`src/rtl/bf_datapath_core_pkg.sv`:
```
// Shared definitions for the BeeF datapath core: word types and the encodings
// of the control fields driven by control_unit.
package bf_datapath_core_pkg;

    localparam int BYTE_W = 8;
    localparam int PC_W   = 2 * BYTE_W;

    typedef logic [BYTE_W-1:0] BYTE;
    typedef logic [PC_W-1:0]   PROGRAM_COUNTER;

    typedef enum logic [2:0] {
        ALU_PASS = 3'd0,
        ALU_INC  = 3'd1,
        ALU_DEC  = 3'd2,
        ALU_ADD  = 3'd3,
        ALU_SUB  = 3'd4,
        ALU_ZERO = 3'd5
    } alu_op_t;

    typedef enum logic [1:0] {
        SRC_ACC   = 2'd0,
        SRC_STACK = 2'd1,
        SRC_HEAD  = 2'd2,
        SRC_CACHE = 2'd3
    } alu_src_t;

    typedef enum logic [0:0] {
        ACC_FROM_ALU = 1'b0,
        ACC_FROM_MEM = 1'b1
    } acc_src_t;

    typedef enum logic [1:0] {
        LDR_NONE = 2'd0,
        LDR_LO   = 2'd1,
        LDR_HI   = 2'd2,
        LDR_CLR  = 2'd3
    } loader_sel_t;

endpackage

```
`src/rtl/bf_datapath_core_alu.sv`:
```
// Combinational ALU: selects operand X from acc/stack/head/cache and applies
// the requested operation; results wrap modulo 2**DW and no flags are produced.
module bf_alu
    import bf_datapath_core_pkg::*;
#(
    parameter int DW = 8
) (
    input  logic [2:0]    alu_op,
    input  logic [1:0]    alu_src,
    input  logic [DW-1:0] acc,
    input  logic [DW-1:0] stack,
    input  logic [DW-1:0] head,
    input  logic [DW-1:0] cache,
    output logic [DW-1:0] result
);

    localparam logic [DW-1:0] ONE = DW'(1);

    logic [DW-1:0] x;

    always_comb begin
        x = acc;
        case (alu_src_t'(alu_src))
            SRC_ACC:   x = acc;
            SRC_STACK: x = stack;
            SRC_HEAD:  x = head;
            SRC_CACHE: x = cache;
            default:   x = acc;
        endcase
    end

    // Opcodes 6 and 7 are unassigned and deliberately yield zero.
    always_comb begin
        result = '0;
        case (alu_op_t'(alu_op))
            ALU_PASS: result = x;
            ALU_INC:  result = x + ONE;
            ALU_DEC:  result = x - ONE;
            ALU_ADD:  result = acc + x;
            ALU_SUB:  result = acc - x;
            ALU_ZERO: result = '0;
            default:  result = '0;
        endcase
    end

endmodule

```
`src/rtl/bf_datapath_core.sv`:
```
// BeeF datapath core: accumulator, ALU, cache byte and the PC loader/saver
// that assembles loop branch targets a byte at a time from data memory.
module bf_datapath_core
    import bf_datapath_core_pkg::*;
#(
    parameter int DW = 8,
    parameter int PW = 16
) (
    input  logic          clk,
    input  logic          reset,
    input  logic          acc_write,
    input  logic          acc_src,
    input  logic [2:0]    alu_op,
    input  logic [1:0]    alu_src,
    input  logic [DW-1:0] stack_out,
    input  logic [DW-1:0] head_out,
    input  logic [DW-1:0] mem_out,
    input  logic          cache_write,
    input  logic [1:0]    loader_select,
    input  logic [PW-1:0] pc,
    output logic [DW-1:0] acc_out,
    output logic          acc_zero,
    output logic [DW-1:0] alu_out,
    output logic [DW-1:0] cache_out,
    output logic [DW-1:0] save_out,
    output logic [PW-1:0] load_out
);

    logic [DW-1:0] acc_q;
    logic [DW-1:0] cache_q;
    logic [PW-1:0] load_q;

    bf_alu #(.DW(DW)) u_alu (
        .alu_op  (alu_op),
        .alu_src (alu_src),
        .acc     (acc_q),
        .stack   (stack_out),
        .head    (head_out),
        .cache   (cache_q),
        .result  (alu_out)
    );

    // acc feeds the ALU only through this register, so read-modify-write of
    // the accumulator in one cycle is loop-free.
    always_ff @(posedge clk or negedge reset) begin
        if (!reset) begin
            acc_q <= '0;
        end else if (acc_write) begin
            acc_q <= (acc_src == ACC_FROM_MEM) ? mem_out : alu_out;
        end
    end

    always_ff @(posedge clk or negedge reset) begin
        if (!reset) begin
            cache_q <= '0;
        end else if (cache_write) begin
            cache_q <= alu_out;
        end
    end

    always_ff @(posedge clk or negedge reset) begin
        if (!reset) begin
            load_q <= '0;
        end else begin
            case (loader_sel_t'(loader_select))
                LDR_LO:  load_q[DW-1:0]  <= mem_out;
                LDR_HI:  load_q[PW-1:DW] <= mem_out;
                LDR_CLR: load_q          <= '0;
                default: load_q          <= load_q;
            endcase
        end
    end

    assign acc_out   = acc_q;
    assign acc_zero  = (acc_q == '0);
    assign cache_out = cache_q;
    assign load_out  = load_q;
    // The saver pairs with the loader: HI selects the upper PC byte.
    assign save_out  = (loader_select == LDR_HI) ? pc[PW-1:DW] : pc[DW-1:0];

endmodule

```
`config.mk`:
```
export PLATFORM = sky130hd
export DESIGN_NAME = bf_datapath_core
export DESIGN_NICKNAME = d
export VERILOG_FILES = /design/src/rtl/bf_datapath_core_pkg.sv /design/src/rtl/bf_datapath_core_alu.sv /design/src/rtl/bf_datapath_core.sv
export SDC_FILE = /design/constraint.sdc
export NUM_CORES = 1
export LEC_CHECK = 0
export CORE_MARGIN = 8
export CORE_UTILIZATION = 45
export DETAILED_ROUTE_END_ITERATION = 8
export PLACE_DENSITY = 0.81
export REMOVE_ABC_BUFFERS = 1
export SYNTH_ARGS = -nofsm -noshare
export SYNTH_HDL_FRONTEND = slang
export SYNTH_SLANG_ARGS = --single-unit
```
`constraint.sdc`:
```
create_clock -name clk -period 4 [get_ports clk]
set_input_delay 0.4 -clock clk [delete_from_list [all_inputs] [get_ports clk]]
set_output_delay 0.4 -clock clk [all_outputs]
set_load 0.05 [all_outputs]
```
-- Word level (Yosys, flattened, before mapping)
Cells that the tools add are included.
W data, S select, Z words.
- register bits: 32
- word-level logic and storage cells: 29
- $add $sub $neg: 4
- eq/ne operators: 10
- mux-type cells: 6
- reduce and logical (&&, ||, !) cells: 5
- operator list (kind ; count):
    $pmux W8 S5 ; 1
    $pmux W8 S2 ; 2
    $pmux W8 S4 ; 1
    $mux W8 ; 2
    $add A8 B1 Y8 const B ; 1
    $add A8 B8 Y8 ; 1
    $eq A2 B2 Y1 const B ; 4
    $logic_not A8 Y1 ; 1
    $sub A8 B1 Y8 const B ; 1
    $sub A8 B8 Y8 ; 1
    $eq A3 B2 Y1 const B ; 2
    $eq A2 B1 Y1 const B ; 2
    $reduce_bool A2 Y1 ; 2
    $eq A3 B1 Y1 const B ; 1
    $eq A3 B3 Y1 const B ; 1
    $logic_not A3 Y1 ; 1
    $logic_not A2 Y1 ; 1

-- Depth between registers and ports, before layout
- word-level depth: 5
- depth in mapped cells: 15
- gate-level depth less buffers: 14

-- Hierarchy
Synthesis repeated with hierarchy kept, for this count alone.
- cell total of the unflattened synthesis: 255
- area, all modules: 2565.0 um^2
- modules (own cells, without submodules) (module ; instances ; cells each ; area each (um^2) ; seq. area each (um^2)):
    bf_datapath_core ; 1 ; 102 ; 1368.8 ; 800.8
    bf_alu ; 1 ; 153 ; 1196.1 ; 0.0

-- Worst setup path after synthesis
Ideal clock, no wire load.
- path type: register -> register
- from: register acc_q[2], in the netlist acc_out[2]
- to: register cache_q[7], in the netlist cache_out[7]
- setup time: 0.125 ns
- data arrival time: 3.756 ns
- data required time: 3.875 ns
- slack: 0.120 ns
- cell stages (with the launch flop): 13
- clock period less this slack: 3.880 ns
- path through: dfrtp_1 > mux4_2 > or3_4 > nand2_1 > xor2_1 > ha_1 > a21o_1 > a21oi_1 > a21oi_1 > or3_1 > a31o_2 > a21o_1 > mux2_2
- longest elaborated chain between the ends: 3
- ends and longest elaborated chain (item ; line ; RTL):
    start, declared ; bf_datapath_core.sv:29 ; logic [DW-1:0] acc_q;
    start signal, assigned ; bf_datapath_core.sv:49 ; acc_q <= (acc_src == ACC_FROM_MEM) ? mem_out : alu_out;
    $pmux W8 S4 ; bf_datapath_core_alu.sv:23 ; case (alu_src_t'(alu_src))
    $sub A8 B8 Y8, or another cell as far along ; bf_datapath_core_alu.sv:40 ; ALU_SUB: result = acc - x;
    $pmux W8 S5 (*) ; bf_datapath_core_alu.sv:35 ; case (alu_op_t'(alu_op))
    via alu_out[7] ; bf_datapath_core.sv:23 ; output logic [DW-1:0] alu_out,
    end signal, assigned ; bf_datapath_core.sv:57 ; cache_q <= alu_out;
    end, declared ; bf_datapath_core.sv:30 ; logic [DW-1:0] cache_q;
Mark *: on every way through the listed nets, which the timed path passes. The rest lies on a longest branch.
A chain may end at the register's enable or synchronous reset.

-- Worst setup path in the final report
- from: register cache_q[1], in the netlist cache_out[1]
- to: output port alu_out[7]
- longest elaborated chain between the ends: 3
- ends and longest elaborated chain (item ; line):
    $pmux W8 S4 (*) ; bf_datapath_core_alu.sv:23
    $sub A8 B8 Y8, or another cell as far along ; bf_datapath_core_alu.sv:40
    $pmux W8 S5 (*) ; bf_datapath_core_alu.sv:35
    end, declared ; bf_datapath_core.sv:23
Mark *: on every way between the ends. The rest lies on a longest branch, timed or not.

==> flow_metrics.env <==
export IMPL_status="finished, final reports clean"
export IMPL_ios=101
export IMPL_cp_max_fo=3
export IMPL_cp_start_kind="flip-flop"
export IMPL_synth_area_um2=2701
export IMPL_fin_ws_ns=0.03966
export IMPL_place_hpwl_um=8066
export IMPL_synth_top_cell_area_share=0.2964
export IMPL_vias=3074
export IMPL_synthTopCellsByArea="dfrtp_1 (30%), mux4_2 (6.7%), ha_1 (6.5%), nand2_1 (5.6%), mux2_2 (5.4%)"
export IMPL_ir_worst_vdd_mv=0.3494
export IMPL_setup_violations_final=0
export IMPL_fin_util=0.7624
export IMPL_drt_initial_drc_count=161
export IMPL_min_from="load_out[8]"
export IMPL_seq_area_frac_synth=0.2964
export IMPL_place_area_um2=4123
export IMPL_synth_largest_area_cell="dfrtp_1"
export IMPL_timing_rr_start="cache_out[1]"
export IMPL_slew_headroom=0.4595
export IMPL_synth_cell_types=50
export IMPL_grt_overflow=0
export IMPL_hold_path_class="flip-flop to flip-flop"
export IMPL_worst_skew_pair_late_latency_ns=0.29
export IMPL_synth_edf_count=0
export IMPL_grt_max_degree=19
export IMPL_skew_ns=0.003039
export IMPL_die_w_um=93.48
export IMPL_gp_congestion=0.8905
export IMPL_required_ns=3.60
export IMPL_synth_async_reset_ratio=1.000
export IMPL_synth_cells=311
export IMPL_io_buffers=100
export IMPL_clockBufferDepth=2
export IMPL_worstPathArrival_ns=3.56
export IMPL_ff2ff_path_depth=14
export IMPL_drt_vias_per_instance=5.661
export IMPL_power_leakage_nw=2.021
export IMPL_area_growth_pct=65.12
export IMPL_drive_above_1_share=0.2612
export IMPL_min_period_over_period=0.9901
export IMPL_reg2reg_to="cache_out[7]"
export IMPL_antenna_found_initial=1
export IMPL_grtUsageTotal=0.2340
export IMPL_synth_warnings=0
export IMPL_h_tree_depth=2
export IMPL_grt_pass1_vias=3308
export IMPL_fin_area_um2=4461
export IMPL_nFillCells=377
export IMPL_worstMarginPinSlew_ns=0.8083
export IMPL_drt_pass1_iter_count=4
export IMPL_postCtsHoldBufs=0
export IMPL_die_height_um=93.48
export IMPL_clk_pin_slew_worst_paths_ns=0.07
export IMPL_cts_root_buf="clkbuf_8"
export IMPL_grt_pass1_wl_um=16190
export IMPL_dp_slack_ns=-0.3853
export IMPL_ant_nets=0
export IMPL_total_power_w=0.002187
export IMPL_tritoncts="yes"
export IMPL_path_class="flip-flop to primary output"
export IMPL_min_to="load_out[8]"
export IMPL_holdPathStages=2
export IMPL_drv_slew=0
export IMPL_synth_flop_cell="dfrtp_1"
export IMPL_hold_viol=0
export IMPL_cts_sinks=32
export IMPL_rsz0062_at_grt="true"
export IMPL_max_clock_freq_ghz=0.2525
export IMPL_layout_nets=534
export IMPL_initial_core_util=0.4617
export IMPL_synth_area_per_cell_um2=8.686
export IMPL_worst_r2r_setup_slack_ns=0.26
export IMPL_rows=28
export IMPL_ys_ff_latch=32
export IMPL_end_kind="primary output"
export IMPL_maxCapViolCount=0
export IMPL_cts_buffers=5
export IMPL_routed_wl_um=10910
export IMPL_power_density_nw_per_um2=490.4
export IMPL_finalCriticalPeriod_ns=3.960
export IMPL_post_drt_wl_per_cell_um=20.10
export IMPL_drc=0
export IMPL_setup_tns_ns=0
export IMPL_core_um2=5851
export IMPL_dieArea_um2=8739
## metal layers
metal,up-vias,global-route usage,share of wire
li1,1419,-,-
met5,-,0,0
met3,30,0.08974,0.093
met4,0,0.08322,0.029
met1,1483,0.2330,0.36
met2,142,0.4301,0.52
## critical path, stage by stage (launching register included)
cell and delay [ns]:
dfrtp_1 0.40, mux4_2 0.51, or3_4 0.43, nand2_2 0.08, xor2_1 0.15, ha_2 0.31
a21o_1 0.19, a21oi_2 0.18, a21oi_2 0.09, or3_1 0.37, a31o_4 0.23, a21o_1 0.17
buf_6 0.15
## per-stage QoR
stage	instances	hold slack (ns)
3_3_place_gp	521	0.5074
3_5_place_dp	521	0.5216
6_report	543	0.5337
5_1_grt	543	0.5550
4_1_cts	533	0.5338
2_1_floorplan	298	0.1044
## placed cells by master (no fill, tap or decap), drive strengths merged, types with 2 or more instances in the layout
cell / instances
nor3: 4
mux4: 9
buf: 69
a211oi: 6
o311ai: 2
dfrtp: 32
dlygate4sd2: 4
fa: 2
o22ai: 3
or4: 2
nor2: 20
nand2: 40
a21oi: 16
clkbuf: 7
xor2: 7
nand3: 5
mux2i: 5
o221ai: 3
mux2: 13
o21a: 4
o21ai: 30
dlymetal6s2s: 3
a22oi: 2
or3: 2
xnor2: 8
nand2b: 5
o2111ai: 2
ha: 14
clkdlybuf4s50: 84
inv: 32
a31oi: 4
nor2b: 5
a21o: 5
## repair_timing
item / in CTS / in global routing
buffers inserted: 4 / 9
gates cloned: 0 / 0
endpoints found under the setup margin: 6 / 4
gates resized for setup: 23 / 15
endpoints found under the hold margin: 0 / 0
pin swaps: 11 / 15
## flip-flops by register name (all words and copies together) (netlist names)
signal and count:
acc_out 8, load_out 16, cache_out 8
## worst max path at each step
stage / start / end / slack, ns
after floorplan: acc_out[2] / cache_out[7] / 0.12
final: cache_out[1] / alu_out[7] / 0.04
after global routing: cache_out[0] / alu_out[7] / -0.06
after CTS: head_out[1] / alu_out[6] / 0.0003
after global placement: alu_src[0] / alu_out[7] / -0.23
after detailed placement: alu_src[0] / alu_out[6] / -0.39
## Yosys cell counts (2+ instances only)
master     number
a211oi_1        6
a21o_1          5
a21oi_1        16
a22oi_1         2
a31oi_1         4
buf_6           2
clkbuf_1       10
dfrtp_1        32
fa_1            2
ha_1           14
inv_1          32
mux2_2         13
mux2i_1         5
mux4_2          8
nand2_1        40
nand2b_1        5
nand3_1         5
nor2_1         20
nor2b_1         5
nor3_1          4
o2111ai_1       2
o21a_1          4
o21ai_0        29
o221ai_1        3
o22ai_1         3
o311ai_1        2
or4_1           2
xnor2_1         8
xor2_1          7
## cell type report
cell class	count	area, µm²	share of cell area
antenna	1	2.502	0.0005610
timing repair buffer	161	1508	0.3380
inverter	32	120.1	0.02693
clock buffer	7	96.34	0.02160
sequential	32	802.0	0.1798
tap	75	93.84	0.02104
multi-input combinational	234	1808	0.4053
clock inverter	1	30.03	0.006732
## power breakdown
part	switching (W)	internal [W]	leakage, nW
Clock	0.000129	0.000220	0.0645
Combinational	0.000774	0.000638	1.55
Sequential	0.0000557	0.000371	0.403
## cell families (layout without fill, tap and decap cells)
group           after synthesis  after routing  share of synthesized area
other cells                   0              1                          0
flops                        32             32                     0.2964
xor+xnor                     15             15                    0.04864
buf+inv                      45            201                    0.06809
simple gates                 89             89                     0.1515
fa+ha+maj                    16             16                    0.07967
compound gates               87             87                     0.2066
mux                          27             27                     0.1491
(Power assumes the default switching activity.)
